[config.mk]
export PLATFORM = sky130hd
export DESIGN_NAME = pll_reset_sequencer_flat
export DESIGN_NICKNAME = d
export VERILOG_FILES = /design/src/rtl/pll_reset_sequencer_pkg.sv /design/src/rtl/pll_reset_sequencer_if.sv /design/src/rtl/pll_reset_sequencer_sync.sv /design/src/rtl/pll_reset_sequencer.sv /design/src/flat_wrapper.sv
export SDC_FILE = /design/constraint.sdc
export NUM_CORES = 1
export LEC_CHECK = 0
export CAP_MARGIN = 20
export CORE_AREA = 3 3 73 92
export DETAILED_ROUTE_END_ITERATION = 8
export DIE_AREA = 0 0 76 95
export GPL_TIMING_DRIVEN = 0
export PLACE_DENSITY_LB_ADDON = 0.08
export RECOVER_POWER = 100
export SYNTH_ARGS = -nofsm -noshare
export SYNTH_HDL_FRONTEND = slang
export SYNTH_SLANG_ARGS = --single-unit
[constraint.sdc]
create_clock -name clk -period 2.26 [get_ports clk]
set_input_delay 0.226 -clock clk [delete_from_list [all_inputs] [get_ports clk]]
set_output_delay 0.226 -clock clk [all_outputs]
set_load 0.02 [all_outputs]
[src/rtl/pll_reset_sequencer_pkg.sv]
// Shared definitions for the PLL reset sequencer: state encodings and sizing helper.
package pll_seq_pkg;

    localparam int STATE_W = 3;

    typedef enum logic [STATE_W-1:0] {
        PLL_RESET = 3'd0,
        WAIT_LOCK = 3'd1,
        STABLE    = 3'd2,
        RUN       = 3'd3,
        FAULT     = 3'd4
    } state_t;

    function automatic int clog2(input int value);
        int r;
        r = 0;
        while ((1 << r) < value) r++;
        return r;
    endfunction

endpackage

[src/rtl/pll_reset_sequencer_if.sv]
// PLL/core-side signal bundle of the reset sequencer; master is the sequencer itself.
interface pll_reset_sequencer_if;
    import pll_seq_pkg::*;

    logic               pll_lock;
    logic               restart;
    logic               pll_resetb;
    logic               sys_reset;
    logic               pll_ready;
    logic               fault;
    logic [7:0]         lock_loss_count;
    logic [STATE_W-1:0] state_dbg;

    modport master (
        input  pll_lock, restart,
        output pll_resetb, sys_reset, pll_ready, fault, lock_loss_count, state_dbg
    );

    modport slave (
        output pll_lock, restart,
        input  pll_resetb, sys_reset, pll_ready, fault, lock_loss_count, state_dbg
    );

endinterface

[src/rtl/pll_reset_sequencer_sync.sv]
// Multi-flop synchronizer bringing an asynchronous level into the clk domain.
module bit_synchronizer #(
    parameter int STAGES = 2
) (
    input  logic clk,
    input  logic reset,
    input  logic d,
    output logic q
);

    logic [STAGES-1:0] sync_q;

    always_ff @(posedge clk or posedge reset) begin
        if (reset) sync_q <= '0;
        else       sync_q <= {sync_q[STAGES-2:0], d};
    end

    assign q = sync_q[STAGES-1];

endmodule

[src/rtl/pll_reset_sequencer.sv]
// Sequences PLL RESETB and the core-domain reset from the reference clock,
// with lock qualification, bounded retries and a latched fault state.
module pll_reset_sequencer
    import pll_seq_pkg::*;
#(
    parameter int RESET_CYCLES        = 16,
    parameter int LOCK_TIMEOUT_CYCLES = 4096,
    parameter int LOCK_STABLE_CYCLES  = 256,
    parameter int MAX_RETRIES         = 3,
    parameter int SYNC_STAGES         = 2
) (
    input  logic                  clk,
    input  logic                  reset,
    pll_reset_sequencer_if.master bus
);

    localparam int CNT_MAX_A = (RESET_CYCLES > LOCK_TIMEOUT_CYCLES) ? RESET_CYCLES : LOCK_TIMEOUT_CYCLES;
    localparam int CNT_MAX   = (CNT_MAX_A > LOCK_STABLE_CYCLES + 1) ? CNT_MAX_A : LOCK_STABLE_CYCLES + 1;
    localparam int CNT_W     = clog2(CNT_MAX);
    localparam int RTY_W     = clog2(MAX_RETRIES) + 1;

    localparam logic [CNT_W-1:0] RST_LAST = CNT_W'(RESET_CYCLES - 1);
    localparam logic [CNT_W-1:0] TMO_LAST = CNT_W'(LOCK_TIMEOUT_CYCLES - 1);
    localparam logic [CNT_W-1:0] STB_DONE = CNT_W'(LOCK_STABLE_CYCLES);
    localparam logic [RTY_W-1:0] RTY_LAST = RTY_W'(MAX_RETRIES - 1);

    state_t             state_q, state_d;
    logic [CNT_W-1:0]   cnt_q, cnt_d;
    logic [RTY_W-1:0]   retry_q, retry_d;
    logic [7:0]         llc_q, llc_d;
    logic               lock_s;
    logic               loss_evt;
    logic               pll_resetb_q, pll_resetb_d;
    logic               sys_reset_q, sys_reset_d;
    logic               pll_ready_q, pll_ready_d;
    logic               fault_q, fault_d;

    bit_synchronizer #(.STAGES(SYNC_STAGES)) u_lock_sync (
        .clk   (clk),
        .reset (reset),
        .d     (bus.pll_lock),
        .q     (lock_s)
    );

    always_ff @(posedge clk or posedge reset) begin
        if (reset) begin
            state_q      <= PLL_RESET;
            cnt_q        <= '0;
            retry_q      <= '0;
            llc_q        <= '0;
            pll_resetb_q <= 1'b0;
            sys_reset_q  <= 1'b1;
            pll_ready_q  <= 1'b0;
            fault_q      <= 1'b0;
        end else begin
            state_q      <= state_d;
            cnt_q        <= cnt_d;
            retry_q      <= retry_d;
            llc_q        <= llc_d;
            pll_resetb_q <= pll_resetb_d;
            sys_reset_q  <= sys_reset_d;
            pll_ready_q  <= pll_ready_d;
            fault_q      <= fault_d;
        end
    end

    always_comb begin
        state_d  = state_q;
        cnt_d    = cnt_q;
        retry_d  = retry_q;
        loss_evt = 1'b0;
        case (state_q)
            PLL_RESET: begin
                if (cnt_q == RST_LAST) begin
                    state_d = WAIT_LOCK;
                    cnt_d   = '0;
                end else begin
                    cnt_d = cnt_q + 1'b1;
                end
            end
            // Lock seen on the timeout cycle still counts as a lock.
            WAIT_LOCK: begin
                if (lock_s) begin
                    state_d = STABLE;
                    cnt_d   = CNT_W'(1);
                end else if (cnt_q == TMO_LAST) begin
                    cnt_d = '0;
                    if (retry_q == RTY_LAST) begin
                        state_d = FAULT;
                    end else begin
                        state_d = PLL_RESET;
                        retry_d = retry_q + 1'b1;
                    end
                end else begin
                    cnt_d = cnt_q + 1'b1;
                end
            end
            STABLE: begin
                if (!lock_s) begin
                    state_d = WAIT_LOCK;
                    cnt_d   = '0;
                end else if (cnt_q == STB_DONE) begin
                    state_d = RUN;
                    cnt_d   = '0;
                    retry_d = '0;
                end else begin
                    cnt_d = cnt_q + 1'b1;
                end
            end
            RUN: begin
                if (!lock_s) begin
                    state_d  = PLL_RESET;
                    cnt_d    = '0;
                    loss_evt = 1'b1;
                end
            end
            FAULT: begin
                state_d = FAULT;
            end
            default: begin
                state_d = PLL_RESET;
                cnt_d   = '0;
            end
        endcase
        // Restart overrides everything but leaves the lock-loss history intact.
        if (bus.restart) begin
            state_d = PLL_RESET;
            cnt_d   = '0;
            retry_d = '0;
        end
    end

    always_comb begin
        pll_resetb_d = !((state_d == PLL_RESET) || (state_d == FAULT));
        sys_reset_d  = (state_d != RUN);
        pll_ready_d  = (state_d == RUN);
        fault_d      = (state_d == FAULT);
        llc_d        = (loss_evt && (llc_q != 8'hFF)) ? llc_q + 8'd1 : llc_q;
    end

    assign bus.pll_resetb      = pll_resetb_q;
    assign bus.sys_reset       = sys_reset_q;
    assign bus.pll_ready       = pll_ready_q;
    assign bus.fault           = fault_q;
    assign bus.lock_loss_count = llc_q;
    assign bus.state_dbg       = state_q;

endmodule
[src/flat_wrapper.sv]
// flat-port wrapper written by rule: the top's interface ports become plain ports
module pll_reset_sequencer_flat import pll_seq_pkg::*;
#(
    parameter int RESET_CYCLES        = 16,
    parameter int LOCK_TIMEOUT_CYCLES = 4096,
    parameter int LOCK_STABLE_CYCLES  = 256,
    parameter int MAX_RETRIES         = 3,
    parameter int SYNC_STAGES         = 2
)
  (clk, reset, bus_pll_lock, bus_restart, bus_pll_resetb, bus_sys_reset, bus_pll_ready, bus_fault, bus_lock_loss_count, bus_state_dbg);
  pll_reset_sequencer_if bus_i ();
  input  logic clk;
  input  logic reset;
  input wire logic [$bits(bus_i.pll_lock)-1:0] bus_pll_lock;
  input wire logic [$bits(bus_i.restart)-1:0] bus_restart;
  output wire logic [$bits(bus_i.pll_resetb)-1:0] bus_pll_resetb;
  output wire logic [$bits(bus_i.sys_reset)-1:0] bus_sys_reset;
  output wire logic [$bits(bus_i.pll_ready)-1:0] bus_pll_ready;
  output wire logic [$bits(bus_i.fault)-1:0] bus_fault;
  output wire logic [$bits(bus_i.lock_loss_count)-1:0] bus_lock_loss_count;
  output wire logic [$bits(bus_i.state_dbg)-1:0] bus_state_dbg;
  assign bus_i.pll_lock = bus_pll_lock;
  assign bus_i.restart = bus_restart;
  assign bus_pll_resetb = bus_i.pll_resetb;
  assign bus_sys_reset = bus_i.sys_reset;
  assign bus_pll_ready = bus_i.pll_ready;
  assign bus_fault = bus_i.fault;
  assign bus_lock_loss_count = bus_i.lock_loss_count;
  assign bus_state_dbg = bus_i.state_dbg;
  pll_reset_sequencer #(.RESET_CYCLES(RESET_CYCLES), .LOCK_TIMEOUT_CYCLES(LOCK_TIMEOUT_CYCLES), .LOCK_STABLE_CYCLES(LOCK_STABLE_CYCLES), .MAX_RETRIES(MAX_RETRIES), .SYNC_STAGES(SYNC_STAGES)) u_core (.clk(clk), .reset(reset), .bus(bus_i));
endmodule
==> results.json, run 1 <==
{
  "clk_pin_slew_ps": 70,
  "grt_remaining_overflow": 0,
  "max_stage_delay_ps": 540,
  "critical_path_buf_inv_count": 1,
  "yosysUniqueCellTypes": 46,
  "cp_required_ps": 2440,
  "top_level_ports": 19,
  "floorplan.rows": 31,
  "timing.rr.end": "u_core.cnt_q[5]",
  "timing_max_transition_violations_final": 0,
  "core_area_um2": 5860,
  "worst_pin_slew_ps": 1080,
  "power_density_nw_per_um2": 558,
  "worst-r2r-cell-count": 7,
  "postSynthRegisterBits": 32,
  "cp-start-kind": "register",
  "first_pass_drt_iterations": 4,
  "placement.io_buffers": 17,
  "achievable-frequency_mhz": 453,
  "die-width_um": 76,
  "clock_sink_total": 32,
  "layout.cell_area.non_filler_um2": 2220,
  "placement.cell_area_um2": 2060,
  "remaining_drc_errors": 0,
  "starting_utilization_of_the_core_area_pct": 30.0,
  "nFillCells": 601,
  "post-route-worst-setup-slack_ps": 52.5,
  "global_route.usage.total_pct": 11.5,
  "synth.yosys.seq_area_share_pct": 45.7,
  "num-nets-final": 225,
  "endpoint": "u_core.cnt_q[5]",
  "antenna_cells": 0,
  "worst_ep_arrival_ps": 2380,
  "synth.avg_cell_area_um2": 9.39,
  "tritoncts.num_buffers": 5,
  "worstSetupPathDepth": 7,
  "place_congestion": 0.858,
  "routed-via-count": 1458,
  "path_class": "reg -> reg",
  "final.min_clock_period_ps": 2210,
  "worstPathCellList": "or4_4 > o221ai_1 > nand2_1 > o211a_1 > buf_2 > a21o_1 > a22o_1",
  "critical_path.endpoint_type": "register",
  "layout-drive-gt1-share_pct": 13.4,
  "grt_pass1_wl_um": 6620,
  "final_hold_viol_count": 0,
  "cts-root-buf": "sky130_fd_sc_hd__clkbuf_8",
  "worstSetupStartpoint": "u_core.cnt_q[4]",
  "primary_flip_flop_cell_chosen_by_synthesis_mapping": "sky130_fd_sc_hd__dfrtp_1",
  "drt_iter0_drc": 51,
  "kind_of_cell_with_the_highest_combined_delay_on_the_critical_path": "compound AO/OA/AOI/OAI gates",
  "syn_nets": 196,
  "clock_insertion_delay_worst_skew_ps": 280,
  "power.ir.vdd_worst_uv": 409,
  "hpwlAfterDp_um": 2970,
  "synth_enable_flop_cells": 0,
  "clock_tree_from_tritoncts": "built",
  "async_flop_share_pct": 100,
  "slew-limit-headroom_pct": 27.7,
  "run_status": "completed",
  "clk_buf_depth": 2,
  "cts.htree.levels": 2,
  "period_utilization_pct": 97.7,
  "fin_setup_tns_ps": 0,
  "critical_path_peak_fanout": 10,
  "setup-violations-final": 0,
  "initial_antenna_violation_count": 0,
  "ff_to_ff_setup_slack_ps": 50,
  "number_of_global_route_vias_before_repair": 1427,
  "fp.dieArea_um2": 7220,
  "synth-warning-count": 0,
  "drt.antenna.violating_nets": 0,
  "routed_wirelength_um": 3990,
  "r2r-start": "u_core.cnt_q[4]",
  "synthToLayoutAreaGrowth_pct": 26.4,
  "rsz0062_at_grt": "true",
  "pin_count_of_the_biggest_net_entering_global_routing": 22,
  "netlist_instances": 187,
  "drt-wirelength-per-cell_um": 13.4,
  "cpMaxStageDelayCell": "sky130_fd_sc_hd__or4_4",
  "place_ws_ps": -51.1,
  "cap_viol_max_count": 0,
  "fin_worst_skew_ps": 3.89,
  "leakagePower_nw": 1.00,
  "routed_via_count_divided_by_cell_count": 4.88,
  "syn_area_um2": 1760,
  "worst_hold_path_type": "reg -> reg",
  "die_h_um": 95,
  "hold_ws_ps": 351
}
[cell families after synthesis]
family	synth area share, %
AOI/OAI and AO/OA	10.8
xor gates and xnor gates	4.99
adders and majority gates	3.56
buffers and inverters	4.27
DFF	45.7
muxes	2.35
and+or+nand+nor	28.3
[registers in the layout (all words and copies together), names as in the netlist]
register and count:
u_core.bus.fault 1, u_core.bus.lock_loss_count 8, u_core.bus.pll_ready 1, u_core.bus.pll_resetb 1, u_core.bus.state_dbg 3, u_core.bus.sys_reset 1, u_core.cnt_q 12, u_core.retry_q 3
u_core.u_lock_sync.sync_q 2
[worst min-delay path by stage]
| stage | startpoint | endpoint | depth (start not counted) | slack (ps) |
|---|---|---|---|---|
| floorplan | bus_pll_lock | u_core.u_lock_sync.sync_q[0] | 0 | 260 |
| global placement | u_core.u_lock_sync.sync_q[0] | u_core.u_lock_sync.sync_q[1] | 0 | 330 |
| detailed placement | u_core.u_lock_sync.sync_q[0] | u_core.u_lock_sync.sync_q[1] | 0 | 330 |
| CTS | reset | u_core.retry_q[1] | 2 | 310 |
| global route | u_core.u_lock_sync.sync_q[0] | u_core.u_lock_sync.sync_q[1] | 0 | 370 |
| finish | u_core.u_lock_sync.sync_q[0] | u_core.u_lock_sync.sync_q[1] | 0 | 350 |
[per-layer routing]
layer / vias to the layer above / global-route usage (%) / routed length [um]
met5: - / 0 / 0
met4: 0 / 4.83 / 62
met3: 5 / 3.24 / 176
met2: 38 / 19.6 / 1950
met1: 701 / 13.7 / 1810
li1: 714 / - / -
[cell usage after synthesis (all sizes together), types with 2 or more instances]
master	count	area share, %
or3	3	1.1
or4b	2	1.4
o21ai	3	0.85
nor2	15	3.2
nor3b	3	1.6
a41oi	2	1.0
a21oi	11	3.3
mux2i	3	1.7
nand4b	2	1.0
o21a	2	0.85
clkbuf	3	0.64
nand2b	2	0.71
nand3b	5	2.1
nand4	5	1.8
xnor2	6	3.0
nand3	10	3.1
nor3	7	2.0
and2	3	1.1
nand2	22	4.7
buf	3	0.85
xor2	4	2.0
and3	3	1.1
or4	2	1.1
o31ai	3	1.3
inv	13	2.8
dfrtp	31	44
ha	5	3.6
[power by group]
part,internal (mW),switching (mW),total [mW]
combinational,0.0201,0.0318,0.0519
clock,0.389,0.211,0.600
sequential,0.579,0.00775,0.587
total,0.988,0.250,1.24
[cell type report]
cell class,instances,area [um^2],area share [%]
plain buffers,6,26.3,1.18
clock buffers,7,96.3,4.34
clock inverters,1,30.0,1.35
inverters,13,48.8,2.20
multi-input cells,136,910,41.0
flip-flops and latches,32,803,36.2
well taps,82,103,4.62
repair buffers,22,204,9.18
[cell usage in the layout (no fill, tap or decap), drive strengths merged, types with 2 or more instances in the layout]
master / n
a21oi: 11
a41oi: 2
and2: 3
and3: 3
buf: 7
clkbuf: 11
dfrtp: 31
dlygate4sd3: 17
ha: 5
inv: 13
mux2i: 3
nand2: 22
nand2b: 2
nand3: 10
nand3b: 5
nand4: 5
nand4b: 2
nor2: 15
nor3: 7
nor3b: 3
o21a: 2
o21ai: 3
o31ai: 3
or3: 3
or4: 2
or4b: 2
xnor2: 6
xor2: 4
[metrics by stage]
step,total power [mW],utilization (%),instances
2_1_floorplan,0.627,-,187
3_3_place_gp,0.642,34.7,286
3_5_place_dp,0.648,35.1,287
4_1_cts,1.26,37.6,296
5_1_grt,1.29,37.9,299
6_report,1.24,37.9,299
[what timing repair did]
action | in CTS | in global routing
buffers inserted | 1 | 3
setup endpoints to repair | 2 | 8
gates resized for setup | 2 | 4
endpoints found under the hold margin | 0 | 0
pin swaps | 0 | 2
hold buffers | 0 | 0
No activity file was read; power rests on OpenSTA's default activity.
==> run 2, diff against run 1 <==
Settings changed: CORE_AREA 3 3 73 92 to 3 3 60 76, DIE_AREA 0 0 76 95 to 0 0 63 79.
==> run 2 against run 1 <==
Against the previous run: clock skew rose by 5.4 ps; cell area shrank 0.90%; first-iteration DRC count up 82%; wire length about the same; worst setup slack improved by 19 ps; sequential power about the same; power fell by 9.6%; clock power fell by 20%; worst hold slack improved by 1.5 ps; critical endpoint is now u_core.retry_q[1].
==> results.json, run 2 (synthesis gave the netlist of run 1 again) <==
{
  "worstSetupStartpoint": "u_core.cnt_q[1]",
  "power.ir.vdd_worst_uv": 325,
  "place.detailed.instances": 259,
  "fin_worst_skew_ps": 9.25,
  "number_of_global_route_vias_before_repair": 1460,
  "clk_buf_depth": 2,
  "worstSetupPathDepth": 7,
  "worst_hold_path_type": "reg -> reg",
  "placement.io_buffers": 17,
  "cts-root-buf": "sky130_fd_sc_hd__clkbuf_8",
  "final_cells": 272,
  "ff_to_ff_setup_slack_ps": 70,
  "pin_count_of_the_biggest_net_entering_global_routing": 22,
  "hpwlAfterDp_um": 2940,
  "cp_required_ps": 2460,
  "die_h_um": 79,
  "hold_fix_buffers_cts": 0,
  "run_status": "completed",
  "floorplan.rows": 25,
  "grt_pass1_wl_um": 6750,
  "clk_pin_slew_ps": 70,
  "critical_path_peak_fanout": 6,
  "synthToLayoutAreaGrowth_pct": 25.3,
  "initial_antenna_violation_count": 0,
  "clock_tree_from_tritoncts": "built",
  "place_ws_ps": -63.0,
  "placement.cell_area_um2": 2020,
  "critical_path_buf_inv_count": 0,
  "registers.top_by_ff_count": "u_core.cnt_q",
  "setup-violations-final": 0,
  "hold_ws_ps": 352,
  "final_hold_viol_count": 0,
  "layout-drive-gt1-share_pct": 15.1,
  "power_density_nw_per_um2": 508,
  "endpoint": "u_core.retry_q[1]",
  "num-nets-final": 226,
  "cap_viol_max_count": 0,
  "grt_remaining_overflow": 0,
  "slew-limit-headroom_pct": 28.9,
  "leakagePower_nw": 1.00,
  "cp-start-kind": "register",
  "worst_pin_slew_ps": 1070,
  "global_route.usage.total_pct": 16.9,
  "tritoncts.num_buffers": 5,
  "core_area_um2": 3850,
  "worstPathCellList": "ha_4 > nand3_4 > or4b_4 > nor3b_4 > a41oi_2 > or3_4 > a21oi_2",
  "routed-via-count": 1483,
  "cpMaxStageDelayCell": "sky130_fd_sc_hd__or4b_4",
  "critical_path.endpoint_type": "register",
  "routed_wirelength_um": 4000,
  "final_cell_mix": "29 x sky130_fd_sc_hd__dfrtp_1, 22 x sky130_fd_sc_hd__nand2_1, 17 x sky130_fd_sc_hd__dlygate4sd3_1",
  "timing.rr.end": "u_core.retry_q[1]",
  "worst_ep_arrival_ps": 2380,
  "drt.antenna.violating_nets": 0,
  "layout.cell_area.non_filler_um2": 2200,
  "rsz0062_at_grt": "false",
  "fin_setup_tns_ps": 0,
  "drt_iter0_drc": 93,
  "timing_max_transition_violations_final": 0,
  "post-route-worst-setup-slack_ps": 71.4,
  "achievable-frequency_mhz": 457,
  "routed_via_count_divided_by_cell_count": 5.45,
  "path_class": "reg -> reg",
  "starting_utilization_of_the_core_area_pct": 45.7,
  "largest_register_ffs": 12,
  "die-width_um": 63,
  "clock_sink_total": 32,
  "mostFrequentLayoutCell": "sky130_fd_sc_hd__dfrtp_1",
  "kind_of_cell_with_the_highest_combined_delay_on_the_critical_path": "simple AND/OR/NAND/NOR gates",
  "max_stage_delay_ps": 570,
  "first_pass_drt_iterations": 4,
  "top_level_ports": 19,
  "worst-r2r-cell-count": 7,
  "clock_insertion_delay_worst_skew_ps": 280,
  "fp.dieArea_um2": 4980,
  "antenna_cells": 0,
  "drt-wirelength-per-cell_um": 14.7,
  "r2r-start": "u_core.cnt_q[1]",
  "place_congestion": 0.835,
  "cts.htree.levels": 2,
  "final.min_clock_period_ps": 2190,
  "period_utilization_pct": 96.8,
  "remaining_drc_errors": 0
}
run 2: final cells by class:
| cell class | count | area (um^2) |
|---|---|---|
| plain buffers | 6 | 28.8 |
| inverters | 13 | 48.8 |
| well taps | 54 | 67.6 |
| repair buffers | 23 | 211 |
| clock buffers | 8 | 100 |
| flip-flops and latches | 32 | 805 |
| fillers | 360 | 1650 |
| multi-input cells | 136 | 940 |
run 2: metrics by stage:
stage / utilization, % / total power [mW]
after global placement: 51.8 / 0.641
after CTS: 55.9 / 1.13
after floorplan: - / 0.627
after global routing: 57.2 / 1.16
final: 57.2 / 1.12
after detailed placement: 52.6 / 0.648
run 2: power breakdown:
part           switching (mW)  total (mW)  leakage, nW  internal (mW)
Sequential            0.00724       0.586        0.433          0.579
Combinational          0.0335      0.0552        0.516         0.0217
Clock                   0.200       0.477       0.0515          0.278
run 2: worst min path at each step:
stage,startpoint,endpoint,slack (ps),cells past startpoint
2_1_floorplan,bus_pll_lock,u_core.u_lock_sync.sync_q[0],260,0
3_3_place_gp,u_core.u_lock_sync.sync_q[0],u_core.u_lock_sync.sync_q[1],340,0
3_5_place_dp,u_core.u_lock_sync.sync_q[0],u_core.u_lock_sync.sync_q[1],350,0
4_1_cts,reset,u_core.cnt_q[6],310,2
5_1_grt,u_core.u_lock_sync.sync_q[0],u_core.u_lock_sync.sync_q[1],370,0
6_report,u_core.u_lock_sync.sync_q[0],u_core.u_lock_sync.sync_q[1],350,0
run 2: per-layer routing:
layer  GRT usage [%]  vias to the layer above  routed length [um]
met5               0                        -                   0
met3            4.38                        8                 144
met4            5.74                        0                  57
li1                -                      723                   -
met1            20.1                      719                1800
met2            29.3                       33                1990
run 2: what timing repair did:
action | in CTS | in global routing
pin swaps | 0 | 6
resized for setup | 3 | 9
setup endpoints to repair | 2 | 9
setup buffers | 2 | 3
